`config.mk`:
```
export PLATFORM = sky130hd
export DESIGN_NAME = mcb_read_check
export DESIGN_NICKNAME = d
export VERILOG_FILES = /design/src/rtl/mcb_read_check.sv
export SDC_FILE = /design/constraint.sdc
export NUM_CORES = 1
export LEC_CHECK = 0
export ABC_CLOCK_PERIOD_IN_PS = 2800
export CORE_ASPECT_RATIO = 1.1
export CORE_MARGIN = 2
export CORE_UTILIZATION = 53
export DETAILED_ROUTE_END_ITERATION = 8
export MAX_ROUTING_LAYER = met4
export PLACE_DENSITY = 0.86
export SETUP_SLACK_MARGIN = 0.15
export SKIP_CTS_REPAIR_TIMING = 1
export SYNTH_ARGS = -nofsm -noshare
export SYNTH_HDL_FRONTEND = slang
export SYNTH_SLANG_ARGS = --single-unit
```
`constraint.sdc`:
```
create_clock -name clk -period 2.8 [get_ports clk]
set_input_delay 0.56 -clock clk [delete_from_list [all_inputs] [get_ports clk]]
set_output_delay 0.56 -clock clk [all_outputs]
set_load 0.05 [all_outputs]
```
`src/rtl/mcb_read_check.sv`:
```
// rtl/mcb_read_check.sv - DDR3 MCB read-back pattern checker
// Issues one read burst per write-burst credit and checks returned words against the alternating pattern.
module mcb_read_check #(
  parameter int                 DATA_W    = 32,
  parameter int                 ADDR_W    = 30,
  parameter int                 BURST_LEN = 64,
  parameter logic [ADDR_W-1:0]  ADDR_INC  = 30'h400,
  parameter logic [ADDR_W-1:0]  END_ADDR  = 30'h0FFFFC00,
  parameter logic [DATA_W-1:0]  PATTERN_A = 32'hAAAAAAAA,
  parameter int                 TIMEOUT   = 1023
) (
  input  logic              clk,
  input  logic              rst_n,
  input  logic              start_i,
  input  logic              wr_burst_done_i,
  output logic              cmd_en_o,
  output logic [ADDR_W-1:0] cmd_addr_o,
  output logic [5:0]        cmd_bl_o,
  input  logic              cmd_full_i,
  output logic              rd_en_o,
  input  logic [DATA_W-1:0] rd_data_i,
  input  logic              rd_empty_i,
  input  logic              rd_overflow_i,
  input  logic              rd_error_i,
  output logic              busy_o,
  output logic              err_flag_o,
  output logic              timeout_flag_o,
  output logic [15:0]       err_count_o,
  output logic [31:0]       burst_count_o
);

  localparam int TMR_W = $clog2(TIMEOUT + 1);

  localparam logic [1:0] S_IDLE = 2'd0;
  localparam logic [1:0] S_CMD  = 2'd1;
  localparam logic [1:0] S_DATA = 2'd2;
  localparam logic [1:0] S_NEXT = 2'd3;

  logic [1:0]        state_q, state_d;
  logic [7:0]        credit_q, credit_d;
  logic [ADDR_W-1:0] addr_q, addr_d;
  logic [6:0]        word_q, word_d;
  logic [TMR_W-1:0]  timer_q, timer_d;
  logic              err_flag_q, err_flag_d;
  logic              timeout_q, timeout_d;
  logic [15:0]       err_cnt_q, err_cnt_d;
  logic [31:0]       burst_q, burst_d;
  logic [DATA_W-1:0] exp_word;
  logic              cmd_fire;
  logic              pop;

  // Strobes are gated by reset so a reset asserted mid-burst never issues a stray command or pop.
  assign cmd_fire = rst_n && (state_q == S_CMD) && !cmd_full_i;
  assign pop      = rst_n && (state_q == S_DATA) && !rd_empty_i;
  assign exp_word = word_q[0] ? ~PATTERN_A : PATTERN_A;

  always_comb begin
    state_d    = state_q;
    credit_d   = credit_q;
    addr_d     = addr_q;
    word_d     = word_q;
    timer_d    = timer_q;
    err_flag_d = err_flag_q;
    timeout_d  = timeout_q;
    err_cnt_d  = err_cnt_q;
    burst_d    = burst_q;

    case ({wr_burst_done_i, cmd_fire})
      2'b10: if (credit_q != 8'hFF) credit_d = credit_q + 8'd1;
      2'b01: credit_d = credit_q - 8'd1;
      default: credit_d = credit_q;
    endcase

    if (rd_overflow_i || rd_error_i) err_flag_d = 1'b1;

    case (state_q)
      S_IDLE: begin
        if (start_i && (credit_q != 8'd0)) state_d = S_CMD;
      end
      S_CMD: begin
        if (!cmd_full_i) begin
          state_d = S_DATA;
          word_d  = 7'd0;
          timer_d = '0;
        end
      end
      S_DATA: begin
        if (!rd_empty_i) begin
          if (rd_data_i != exp_word) begin
            err_flag_d = 1'b1;
            if (err_cnt_q != 16'hFFFF) err_cnt_d = err_cnt_q + 16'd1;
          end
          word_d  = word_q + 7'd1;
          timer_d = '0;
          if (word_q == 7'(BURST_LEN - 1)) state_d = S_NEXT;
        end else if (timer_q == TMR_W'(TIMEOUT - 1)) begin
          // Abort on the TIMEOUT-th idle cycle; any late words stay in the MCB FIFO.
          timeout_d = 1'b1;
          state_d   = S_NEXT;
        end else begin
          timer_d = timer_q + 1'b1;
        end
      end
      default: begin
        burst_d = burst_q + 32'd1;
        addr_d  = (addr_q == END_ADDR) ? '0 : addr_q + ADDR_INC;
        state_d = S_IDLE;
      end
    endcase
  end

  always_ff @(posedge clk) begin
    if (!rst_n) begin
      state_q    <= S_IDLE;
      credit_q   <= 8'd0;
      addr_q     <= '0;
      word_q     <= 7'd0;
      timer_q    <= '0;
      err_flag_q <= 1'b0;
      timeout_q  <= 1'b0;
      err_cnt_q  <= 16'd0;
      burst_q    <= 32'd0;
    end else begin
      state_q    <= state_d;
      credit_q   <= credit_d;
      addr_q     <= addr_d;
      word_q     <= word_d;
      timer_q    <= timer_d;
      err_flag_q <= err_flag_d;
      timeout_q  <= timeout_d;
      err_cnt_q  <= err_cnt_d;
      burst_q    <= burst_d;
    end
  end

  assign cmd_en_o       = cmd_fire;
  assign cmd_addr_o     = addr_q;
  assign cmd_bl_o       = 6'(BURST_LEN - 1);
  assign rd_en_o        = pop;
  assign busy_o         = (state_q != S_IDLE);
  assign err_flag_o     = err_flag_q;
  assign timeout_flag_o = timeout_q;
  assign err_count_o    = err_cnt_q;
  assign burst_count_o  = burst_q;

endmodule

```
Yosys cells after proc, flatten, opt, wreduce, memory -nomap -nowiden
Index checks and enable logic that the tools add are counted.

operators by class
  $add $sub $neg = 7
  eq/ne operators = 17
  muxes and demuxes = 21
  bitwise operators = 1
  reductions and logical operators = 20

operators by type and width
  kind                    number
  $add 32x1->32 const B   1
  $mux 32                 1
  $ne 32x32->1            1
  $add 30x11->30 const B  1
  $eq 30x28->1 const B    1
  $mux 10                 3
  $mux 30                 1
  $pmux 10 s2             1
  $add 16x1->16 const B   1
  $ne 16x16->1 const B    1
  $pmux 8 s2              1
  $mux 7                  2
  $pmux 7 s2              1
  $add 10x1->10 const B   1
  $eq 10x10->1 const B    1
  $mux 2                  5
  $reduce_and 3->1        3
  $add 8x1->8 const B     1
  $mux 8                  1
  $ne 2x2->1 const B      4
  $ne 8x8->1 const B      1
  $reduce_and 4->1        2
  $reduce_bool 8->1       1
  $sub 8x1->8 const B     1
  16 further kinds        29

storage, ports and cells
  register bits = 107
  bits of input ports = 40
  output and inout port bits = 89
  word-level logic and storage cells = 75

Depth between registers and ports, before layout
Gate-level depths: netlist of the first run.

  depth in word-level cells = 6
  depth in mapped cells = 10
  depth with buffers taken out = 10

Worst setup path before layout of the first run
No wires, ideal clock.

  kind = input port to output port
  from = input port rst_n
  to = output port rd_en_o
  data arrival time = 2.054 ns
  data required time = 2.240 ns
  setup slack = 0.186 ns
  stages = 3
  buffers on the path = 1
  cells stage by stage = clkbuf_1 > inv_2 > nor3_1

on the way
  longest elaborated chain between the ends = 2

ends and longest elaborated chain
  item                            RTL line  source
  start, declared                 13        input logic rst_n,
  $logic_and 1x1->1 (2 in a row)  54        assign pop = rst_n && (state_q == S_DATA) && !rd_empty_i;
  end, declared                   20        output logic rd_en_o,

Every way passes these cells.

Worst setup path after layout of the first run
  from = register state_q[0]
  to = output port busy_o

on the way
  longest elaborated chain between the ends = 1

ends and longest elaborated chain
  item                    RTL line  source
  start, declared         39        logic [1:0] state_q, state_d;
  start signal, assigned  124       state_q <= state_d;
  $reduce_bool 2->1       140       assign busy_o = (state_q != S_IDLE);
  end, declared           25        output logic busy_o,

Every way passes these cells.

==> results.toml, run 1 <==
[place]
place_ws_ns = 0.197
dp_hpwl_um = 8400
gp_congestion = 0.980
io_buffer_count = 112
dp.cells = 801
placed_cell_area_mm2 = 0.00616

[route]
drtIter0Drc = 151
vias_per_cell = 5.43
num_vias = 4437
drc = 0
dr.pass1.iters = 4
wl_um = 11300
ant_nets = 0
wl_per_cell_um = 13.9

[yosys]
synth_area_leaders = "dfxtp_1, xor2_1, nor2_1"
ys_ff_latch = 97
synth.distinct_cells = 52
yosysTopAreaCellShare_pct = 39.1
synth_area_mm2 = 0.00497
synth_edf_count = 0
synth.most_common_cell = "dfxtp_1"
yosysWarnings = 0
yosysTopAreaCell = "dfxtp_1"
synth_common_cells = "dfxtp_1, nor2_1, nand2_1"
ys_seq_area_share_pct = 39.1
synth_area_per_cell_um2 = 8.50
synth_ff_type = "dfxtp_1"
synthCells = 584
ys_async_sr_fraction_pct = 0

[final_layout]
syn_to_final_growth_pct = 28.6
n_antenna_cell = 0
drive_gt1_share_pct = 5.14
final_net_count = 747
nFillCells = 715
final_util_pct = 69.3
fin_area_mm2 = 0.00639
stdcell_count = 817

[worst_setup_path]
arrival_ns = 1.93
reg2reg_slack_ns = 0.52
criticalPathCategory = "register to primary output"
start_kind = "register"
cp.required_ns = 2.24
r2r_cells = 7
cp_max_fo = 4
endpoint_kind = "primary output"
rr_endpoint = "err_count_o[15]"
r2r_start = "state_q[0]"

[timing]
final-setup-viol-count = 0
fin_crit_sh_pct = 89.0
holdWs_ns = 0.507
slew_headroom_pct = 60.4
rsz0062_at_grt = "no"
slew_viol_final = 0
timing.fmax_mhz = 401
fin_ws_ns = 0.307
fin_skew_ns = 0.0135
worst_pin_slew_ns = 0.587
hold_viol = 0
fin_tns_setup_ns = 0
period_needed_ns = 2.49

[min_path]
hold_start = "err_count_o[14]"
hp-class = "register to register"
holdPathStages = 2
min_to = "err_count_o[14]"

[floorplan]
ios = 129
die_x_um = 96.3
die_h_um = 106
start_util_pct = 53.9
coreArea_mm2 = 0.00921
rows = 37
die_area_mm2 = 0.0102

[global_route]
grt_pass1_vias = 4321
grt_max_degree = 55
met2_usage_pct = 40.8
top_usage_layer = "met2"
grt_usage_pct = 23.6
grt_pass1_wl_um = 19200
met1_usage_pct = 27.5
grt_antenna_before_repair = 0
overflow = 0
global_route.usage.met3_pct = 3.79

[cts]
cts_buffers = 9
clock_sinks = 97
root_buffer = "clkbuf_8"
cts-htree-levels = 3
cts_tree = "done"
path_clk_slew_ns = 0.10
ctsLongestPathBuffers = 2
worstSkewPairLatency_ns = 0.35

[pwr]
pwr-share-comb_pct = 21.0
irDropWorstVdd_v = 0.000317
switching_share_pct = 29.7
seqPwrFrac_pct = 46.8
p_int_mw = 2.21
clkPwrFrac_pct = 32.2
power.density_mw_per_mm2 = 493
leakagePower_nw = 2.29
power.switching_uw = 936
p_total_mw = 3.15

[run]
drv_cap = 0

[status]
outcome = "completed"
==> routing by layer <==
metal,part of all wire [%],vias to the layer above
met5,0,-
met4,1.4,0
met3,4.0,15
met2,52,104
met1,42,2088
li1,-,2230
==> final cells by class <==
class | instances | area [um^2] | area share, %
multi-input cells | 453 | 2820 | 44.1
flip-flops and latches | 97 | 1940 | 30.4
repair buffers | 120 | 1200 | 18.8
well taps | 117 | 146 | 2.29
clock buffers | 11 | 141 | 2.21
clock inverters | 5 | 85.1 | 1.33
inverters | 14 | 52.6 | 0.823
==> critical path, cell delays in order, from the launching register on <==
cell and delay (ns):
dfxtp_1 0.39, inv_1 0.09, ha_1 0.19, inv_1 0.11, clkdlybuf4s50_1 0.82
==> how the worst max path moves through the flow <==
| stage | from | to | slack, ns | cells past startpoint |
|---|---|---|---|---|
| final | state_q[0] | busy_o | 0.31 | 4 |
| after global routing | state_q[0] | busy_o | 0.18 | 4 |
| after CTS | state_q[0] | busy_o | 0.28 | 4 |
| after detailed placement | cmd_full_i | credit_q[2] | 0.20 | 9 |
| after global placement | cmd_full_i | credit_q[4] | 0.28 | 9 |
| after floorplan | rst_n | rd_en_o | 0.19 | 3 |
==> power by group through the flow <==
stage	combinational, mW	clock, mW	sequential (mW)
detailed placement	0.654	0	1.50
global placement	0.641	0	1.50
CTS	0.659	1.04	1.47
floorplan	0.459	0	1.51
global route	0.722	1.10	1.48
finish	0.661	1.01	1.47
==> kinds of logic (layout without fill, tap and decap cells) <==
logic type | count (synthesis) | after routing | share of synthesized area (%)
flip-flops | 97 | 97 | 39.1
AO/OA/AOI/OAI | 55 | 55 | 6.90
AND/OR/NAND/NOR | 291 | 291 | 31.3
multiplexers | 11 | 11 | 2.22
buffers and inverters | 48 | 150 | 5.29
other | 2 | 16 | 0.151
XOR/XNOR | 68 | 68 | 12.0
adder cells (fa/ha/maj) | 12 | 12 | 3.02
==> placed cells by master, fill, tap and decap left out, types with 3 or more instances in the layout <==
| cell type | instances |
|---|---|
| ha_1 | 12 |
| and3_1 | 12 |
| clkbuf_8 | 10 |
| clkdlybuf4s50_1 | 110 |
| inv_1 | 13 |
| nor2_1 | 89 |
| nor4bb_1 | 8 |
| nand3b_1 | 5 |
| xnor2_1 | 23 |
| a31oi_1 | 3 |
| dfxtp_1 | 97 |
| conb_1 | 16 |
| or3_1 | 7 |
| nand2_1 | 46 |
| xor2_1 | 45 |
| nor4_1 | 7 |
| nor3b_1 | 4 |
| nor3_1 | 19 |
| or4_1 | 4 |
| nand3_1 | 31 |
| buf_4 | 8 |
| nand4b_1 | 4 |
| nand4_1 | 21 |
| mux2i_1 | 11 |
| o21ai_0 | 10 |
| and4_1 | 10 |
| nand2b_1 | 9 |
| o31ai_1 | 10 |
| and2_1 | 4 |
| a21oi_1 | 20 |
==> flip-flops by register name, indices dropped and copies added (netlist names) <==
register and flops:
state_q 2, credit_q 8, burst_count_o 32, timer_q 10, word_q 7, err_flag_o 1
err_count_o 16, cmd_addr_o 20, timeout_flag_o 1
(Power assumes the default switching activity.)
==> inputs of run 2 (changes only) <==
--- a/config.mk
+++ b/config.mk
@@ -13,7 +13,6 @@
 export MAX_ROUTING_LAYER = met4
 export PLACE_DENSITY = 0.86
 export SETUP_SLACK_MARGIN = 0.15
-export SKIP_CTS_REPAIR_TIMING = 1
 export SYNTH_ARGS = -nofsm -noshare
 export SYNTH_HDL_FRONTEND = slang
 export SYNTH_SLANG_ARGS = --single-unit
==> results of run 2 <==
No change in the layout: final DEF, timing and power equal those of run 1.
